<file path="src/rtl/fpu_seq_pkg.sv">
// Shared definitions for the FPU command sequencer: opcodes, FSM states,
// command entry layout and sticky flag bit positions.
package fpu_seq_pkg;

    localparam logic [2:0] OP_ADD   = 3'd0;
    localparam logic [2:0] OP_MUL   = 3'd1;
    localparam logic [2:0] OP_DIV   = 3'd2;
    localparam logic [2:0] OP_SQRT  = 3'd3;
    localparam logic [2:0] OP_CMP   = 3'd4;
    localparam logic [2:0] OP_STORE = 3'd5;

    typedef enum logic [2:0] {
        S_IDLE,
        S_STORE,
        S_LOAD1,
        S_LOAD2,
        S_EXEC,
        S_ABORT
    } state_e;

    // Command entry is {op, rd, rs1, rs2, data}
    localparam int CMD_W    = 50;
    localparam int DATA_LSB = 0;
    localparam int RS2_LSB  = 32;
    localparam int RS1_LSB  = 37;
    localparam int RD_LSB   = 42;
    localparam int OP_LSB   = 47;

    localparam int FL_OV       = 0;
    localparam int FL_UN       = 1;
    localparam int FL_INV      = 2;
    localparam int FL_INEXACT  = 3;
    localparam int FL_DIV_ZERO = 4;
    localparam int FL_ILLEGAL  = 5;
    localparam int FL_TIMEOUT  = 6;

endpackage

</file>
<file path="src/rtl/fpu_seq_fifo.sv">
// Synchronous command FIFO with extra-MSB pointers; also reports next-cycle
// full/empty so the owner can register its ready and busy outputs.
module fpu_seq_fifo #(
    parameter int W     = 8,
    parameter int DEPTH = 4
) (
    input  logic         clk,
    input  logic         rstp,
    input  logic         push_i,
    input  logic         pop_i,
    input  logic [W-1:0] wdata_i,
    output logic [W-1:0] rdata_o,
    output logic         empty_o,
    output logic         full_next_o,
    output logic         empty_next_o
);

    localparam int AW = $clog2(DEPTH);

    logic [AW:0]  wr_q, rd_q, wr_d, rd_d;
    logic [W-1:0] mem_q [DEPTH];

    function automatic logic is_full(input logic [AW:0] w, input logic [AW:0] r);
        return (w[AW] != r[AW]) && (w[AW-1:0] == r[AW-1:0]);
    endfunction

    assign wr_d         = wr_q + {{AW{1'b0}}, push_i};
    assign rd_d         = rd_q + {{AW{1'b0}}, pop_i};
    assign empty_o      = (wr_q == rd_q);
    assign empty_next_o = (wr_d == rd_d);
    assign full_next_o  = is_full(wr_d, rd_d);
    assign rdata_o      = mem_q[rd_q[AW-1:0]];

    always_ff @(posedge clk or negedge rstp) begin
        if (!rstp) begin
            wr_q <= '0;
            rd_q <= '0;
        end else begin
            wr_q <= wr_d;
            rd_q <= rd_d;
        end
    end

    always_ff @(posedge clk) begin
        if (push_i) mem_q[wr_q[AW-1:0]] <= wdata_i;
    end

endmodule

</file>
<file path="src/rtl/fpu_seq.sv">
// Sequences buffered host commands onto the FPU control pins and returns
// results, compare outcome and sticky exception flags.
module fpu_seq
    import fpu_seq_pkg::*;
#(
    parameter int         DEPTH     = 4,
    parameter int         TIMEOUT   = 32,
    parameter logic [4:0] PARK_ADDR = 5'd31
) (
    input  logic        clk,
    input  logic        rstp,
    input  logic        cmd_valid,
    output logic        cmd_ready,
    input  logic [2:0]  cmd_op,
    input  logic [4:0]  cmd_rd,
    input  logic [4:0]  cmd_rs1,
    input  logic [4:0]  cmd_rs2,
    input  logic [31:0] cmd_data,
    output logic [4:0]  fpu_addr1,
    output logic [4:0]  fpu_addr2,
    output logic [4:0]  fpu_addr3,
    output logic [2:0]  fpu_opcode,
    output logic        fpu_enable,
    output logic        fpu_ld,
    output logic        fpu_act,
    output logic [31:0] fpu_inp,
    input  logic [31:0] fpu_out,
    input  logic        fpu_done,
    input  logic        fpu_ov,
    input  logic        fpu_un,
    input  logic        fpu_inv,
    input  logic        fpu_inexact,
    input  logic        fpu_div_zero,
    input  logic        fpu_eq,
    input  logic        fpu_less,
    input  logic        fpu_great,
    output logic        rsp_valid,
    output logic [31:0] rsp_result,
    output logic [2:0]  rsp_cmp,
    output logic        rsp_err,
    output logic [6:0]  flags,
    input  logic        clr_flags,
    output logic        busy
);

    state_e           state_q, state_d;
    logic [5:0]       cnt_q;
    logic [CMD_W-1:0] cur_q, sel, fifo_rdata;
    logic             push, pop, fifo_empty, fifo_full_next, fifo_empty_next;
    logic [6:0]       flag_set;

    // Handshake: a command transfers on a clock edge where cmd_valid and cmd_ready are both high.
    assign push = cmd_valid && cmd_ready;

    fpu_seq_fifo #(.W(CMD_W), .DEPTH(DEPTH)) u_fifo (
        .clk         (clk),
        .rstp        (rstp),
        .push_i      (push),
        .pop_i       (pop),
        .wdata_i     ({cmd_op, cmd_rd, cmd_rs1, cmd_rs2, cmd_data}),
        .rdata_o     (fifo_rdata),
        .empty_o     (fifo_empty),
        .full_next_o (fifo_full_next),
        .empty_next_o(fifo_empty_next)
    );

    // Fields driven onto the FPU come from the head entry on the pop cycle.
    assign sel = pop ? fifo_rdata : cur_q;

    always_comb begin
        state_d  = state_q;
        pop      = 1'b0;
        flag_set = '0;
        case (state_q)
            S_IDLE: begin
                if (!fifo_empty) begin
                    pop = 1'b1;
                    case (fifo_rdata[OP_LSB +: 3])
                        OP_STORE: state_d = S_STORE;
                        OP_ADD, OP_MUL, OP_DIV, OP_SQRT, OP_CMP: state_d = S_LOAD1;
                        default: flag_set[FL_ILLEGAL] = 1'b1;
                    endcase
                end
            end
            S_STORE: state_d = S_IDLE;
            S_LOAD1: state_d = S_LOAD2;
            S_LOAD2: state_d = S_EXEC;
            S_EXEC: begin
                if (fpu_done) begin
                    state_d                 = S_IDLE;
                    flag_set[FL_OV]         = fpu_ov;
                    flag_set[FL_UN]         = fpu_un;
                    flag_set[FL_INV]        = fpu_inv;
                    flag_set[FL_INEXACT]    = fpu_inexact;
                    flag_set[FL_DIV_ZERO]   = fpu_div_zero;
                end else if (cnt_q == 6'(TIMEOUT - 1)) begin
                    state_d = S_ABORT;
                end
            end
            S_ABORT: begin
                state_d               = S_IDLE;
                flag_set[FL_TIMEOUT]  = 1'b1;
            end
            default: state_d = S_IDLE;
        endcase
    end

    always_ff @(posedge clk or negedge rstp) begin
        if (!rstp) begin
            state_q    <= S_IDLE;
            cnt_q      <= '0;
            cur_q      <= '0;
            cmd_ready  <= 1'b0;
            busy       <= 1'b0;
            flags      <= '0;
            fpu_enable <= 1'b0;
            fpu_ld     <= 1'b0;
            fpu_act    <= 1'b0;
            fpu_addr1  <= PARK_ADDR;
            fpu_addr2  <= '0;
            fpu_addr3  <= '0;
            fpu_opcode <= '0;
            fpu_inp    <= '0;
            rsp_valid  <= 1'b0;
            rsp_result <= '0;
            rsp_cmp    <= '0;
            rsp_err    <= 1'b0;
        end else begin
            state_q   <= state_d;
            cmd_ready <= !fifo_full_next;
            busy      <= (state_d != S_IDLE) || !fifo_empty_next;
            flags     <= clr_flags ? 7'd0 : (flags | flag_set);
            if (pop) cur_q <= fifo_rdata;
            // Zero outside EXEC so it always starts from 0 on entry
            if (state_q != S_EXEC) cnt_q <= '0;
            else if (cnt_q != 6'h3f) cnt_q <= cnt_q + 6'd1;

            case (state_d)
                S_STORE: begin
                    fpu_enable <= 1'b0;
                    fpu_ld     <= 1'b0;
                    fpu_act    <= 1'b0;
                    fpu_addr1  <= sel[RD_LSB +: 5];
                    fpu_addr2  <= '0;
                    fpu_addr3  <= '0;
                    fpu_opcode <= '0;
                    fpu_inp    <= sel[DATA_LSB +: 32];
                end
                S_LOAD1, S_LOAD2, S_EXEC: begin
                    fpu_enable <= 1'b1;
                    fpu_ld     <= (state_d != S_EXEC);
                    fpu_act    <= 1'b1;
                    fpu_addr1  <= sel[RS1_LSB +: 5];
                    fpu_addr2  <= sel[RS2_LSB +: 5];
                    fpu_addr3  <= sel[RD_LSB +: 5];
                    fpu_opcode <= sel[OP_LSB +: 3];
                    fpu_inp    <= '0;
                end
                default: begin
                    fpu_enable <= 1'b0;
                    fpu_ld     <= 1'b0;
                    fpu_act    <= 1'b0;
                    fpu_addr1  <= PARK_ADDR;
                    fpu_addr2  <= '0;
                    fpu_addr3  <= '0;
                    fpu_opcode <= '0;
                    fpu_inp    <= '0;
                end
            endcase

            rsp_valid <= 1'b0;
            if (state_q == S_STORE) begin
                rsp_valid  <= 1'b1;
                rsp_result <= cur_q[DATA_LSB +: 32];
                rsp_cmp    <= '0;
                rsp_err    <= 1'b0;
            end else if (state_q == S_EXEC && fpu_done) begin
                rsp_valid  <= 1'b1;
                rsp_result <= fpu_out;
                rsp_cmp    <= (cur_q[OP_LSB +: 3] == OP_CMP) ? {fpu_great, fpu_eq, fpu_less} : 3'b000;
                rsp_err    <= 1'b0;
            end else if (state_q == S_ABORT) begin
                rsp_valid  <= 1'b1;
                rsp_result <= '0;
                rsp_cmp    <= '0;
                rsp_err    <= 1'b1;
            end
        end
    end

endmodule

</file>
<file path="config.mk">
export PLATFORM = sky130hd
export DESIGN_NAME = fpu_seq
export DESIGN_NICKNAME = d
export VERILOG_FILES = /design/src/rtl/fpu_seq_pkg.sv /design/src/rtl/fpu_seq_fifo.sv /design/src/rtl/fpu_seq.sv
export SDC_FILE = /design/constraint.sdc
export NUM_CORES = 1
export LEC_CHECK = 0
export CAP_MARGIN = 10
export CORE_MARGIN = 2
export CORE_UTILIZATION = 51
export DETAILED_ROUTE_END_ITERATION = 16
export PLACE_DENSITY_LB_ADDON = 0.25
export SETUP_SLACK_MARGIN = 0.4
export SYNTH_ARGS = -nofsm -noshare
export SYNTH_HDL_FRONTEND = slang
export SYNTH_SLANG_ARGS = --single-unit
</file>
<file path="constraint.sdc">
create_clock -name clk -period 6.6 [get_ports clk]
set_clock_uncertainty 0.15 [all_clocks]
set_input_delay 0.66 -clock clk [delete_from_list [all_inputs] [get_ports clk]]
set_output_delay 0.66 -clock clk [all_outputs]
set_load 0.005 [all_outputs]
</file>
==> impl_metrics.ini <==
[synthesis]
synth.most_common_cell = edfxtp_1
synthDominantCellAreaShare_pct = 44.58
syn_avg_cell_area_sq_um = 18.79
syn-instance-count = 717
synth-seq-cells = 363
ys_top_cells_by_area = edfxtp_1, dfrtp_1, mux4_2
synth_cell_types = 45
yosys-top-cells-count = edfxtp_1, dfrtp_1, mux4_2
synth-edff-count = 200
synthArstFlopShare_pct = 44.90
synth_largest_area_cell = edfxtp_1
ys_warn_count = 0
ys_seq_area_share_pct = 74.90
netlist_area_sq_mm = 0.01347
synthFlopType = edfxtp_1
syn_nets = 817

[routing]
drc = 0
drt_first_pass_iters = 4
viasPerCell = 5.395
totalWireLength_mm = 26.16
wl_met3_mm = 1.411
wire_per_inst_um = 20.32
top_layer = met4
met2_length_mm = 12.55
met1_length_mm = 11.66
postRouteAntennaNets = 0
vias = 6944
drt_iter0_drc = 478

[clock_network]
htree_levels = 2
ctsResizeCount = 0
cts.sinks = 363
path_clk_slew_ns = 0.06
post_cts_buffers = 0
clock_latency_ns = 0.51
hold_buffers = 0
cts_tree = built
clk_path_buf_depth = 3
root_buffer = clkbuf_16
cts_made_buffers = 38

[grt]
antenna_found_initial = 3
grt_max_degree = 91
track_usage_pct = 18.97
grt_pass1_vias = 7347
grt_pass1_wl_mm = 41.02
grt_overflow_total = 0

[pwr]
leakage_nw = 6.544
ir_drop_mv = 0.2707
power_mw = 7.895
p_per_area_mw_per_mm2 = 467.6

[timing]
fmaxAchievable_mhz = 258.1
drv_slew = 0
slew_headroom_pct = 30.82
worstMarginPinSlew_ns = 1.032
fin_crit_sh_pct = 58.71
tns_ns = 0
hold_viol_final = 0
finalSetupViolations = 0
layout_min_cycle_time_ns = 3.875
grt_setup_unrepaired = false

[placement]
gp_congestion = 0.7753
dpl.cell_count = 1215
port-buffer-count = 193
place_hpwl_mm = 15.60

[cells_and_area]
fin_util_pct = 64.98
regArea_sq_mm = 0.01010
drive_above_1_share_pct = 18.34
multi_input_area_sq_mm = 0.003179
fin_cells = 1287
nFillCells = 1849
final_nets = 1020
area_delta_synth_final_pct = 25.32

[critical_path]
worst-path-max-fanout = 55
r2r-end = fpu_addr1[3]
startpoint_type = flip-flop
cp-end-kind = flip-flop
cp.required_ns = 6.86
r2r-start = u_fifo.rd_q[0]
criticalPathCategory = flip-flop to flip-flop
worstRegToRegCells = 6
r2r_slack_ns = 2.73
cp.arrival_ns = 4.14

[die]
dieArea_sq_mm = 0.02773
initial_core_util_pct = 51.85
die_y_um = 166.5
core_area_sq_mm = 0.02598
rows = 59
fp.dieW_um = 166.5
ios = 194

[min_path]
hold_class = primary input to async pin

[run_status]
outcome = finished, final reports clean

[job]
maxCapViolCount = 0
-- sequential cells by signal, summed over array words and instances, names as in the netlist, 3 cells and up --
| signal | cells |
|---|---|
| cnt_q | 6 |
| cur_q | 50 |
| flags | 7 |
| fpu_addr1 | 5 |
| fpu_addr2 | 5 |
| fpu_addr3 | 5 |
| fpu_inp | 32 |
| fpu_opcode | 3 |
| rsp_cmp | 3 |
| rsp_result | 32 |
| state_q | 3 |
| u_fifo.mem_q | 200 |
| u_fifo.rd_q | 3 |
| u_fifo.wr_q | 3 |
-- stage by stage --
| step | hold WS (ns) | setup slack [ns] | area (sq um) |
|---|---|---|---|
| after floorplan | 0.2144 | 1.472 | 13470 |
| after global placement | 0.3076 | 2.661 | 15730 |
| after detailed placement | 0.3144 | 2.594 | 15730 |
| after CTS | 0.08215 | 2.565 | 16880 |
| after global routing | 0.1156 | 2.416 | 16880 |
| final | 0.02585 | 2.725 | 16880 |
-- final cells by class --
class                   instances  area share (%)
flip-flops and latches        363           59.79
multi-input cells             306           18.83
repair buffers                201           11.80
clock buffers                  58           6.506
well taps                     335           2.482
clock inverters                11          0.3186
inverters                      10          0.2223
diodes                          3         0.04446
-- logic make-up (layout without fill, tap and decap cells) --
logic type | count (synthesis) | after routing | share of synthesized area, %
adder cells (fa/ha/maj) | 5 | 5 | 0.4643
AND/OR/NAND/NOR | 95 | 95 | 4.105
AO/OA/AOI/OAI | 97 | 97 | 5.488
XOR/XNOR | 9 | 9 | 0.5851
buffers and inverters | 48 | 280 | 1.885
multiplexers | 100 | 100 | 12.57
other | 0 | 3 | 0
flip-flops | 363 | 363 | 74.90
-- how the worst max path moves through the flow --
stage                   start                  to  slack [ns]
4_1_cts        u_fifo.rd_q[0]        fpu_addr1[3]        2.56
5_1_grt        u_fifo.rd_q[0]        fpu_addr1[3]        2.42
3_5_place_dp   u_fifo.rd_q[0]        fpu_addr1[3]        2.59
3_3_place_gp   u_fifo.rd_q[0]        fpu_addr1[2]        2.66
6_report       u_fifo.rd_q[0]        fpu_addr1[3]        2.73
2_1_floorplan       cmd_valid  u_fifo.mem_q[2][0]        1.47
-- worst max-delay path, cell delays in order (launching register included) --
cell	delay, ns
dfrtp_4	0.72
xor2_1	0.22
o311a_4	0.82
nand4b_1	0.98
buf_4	0.57
nand2_1	0.18
o211ai_1	0.12
-- power breakdown --
group	switching (mW)	leakage, nW	internal [mW]
Sequential	0.301	3.89	3.08
Clock	0.807	0.566	1.15
Combinational	1.16	2.09	1.40
Total	2.26	6.54	5.63
-- placed cells by master, fill, tap and decap left out, types with 7 or more instances in the layout --
cell type        count
edfxtp_1           200
clkdlybuf4s50_1    192
dfrtp_1            156
mux4_2              50
mux2_2              42
clkbuf_16           40
nor2b_1             39
a22o_1              35
a21o_1              33
nor2_1              20
clkbuf_1            15
inv_1               10
buf_4                8
a21oi_1              7
nand2_1              7
-- layer usage --
layer / global-route usage, % / vias up
li1: - / 3155
met1: 26.89 / 3556
met2: 30.40 / 199
met3: 3.470 / 34
met4: 5.997 / 0
met5: 0 / -
No activity file was read; power rests on OpenSTA's default activity.
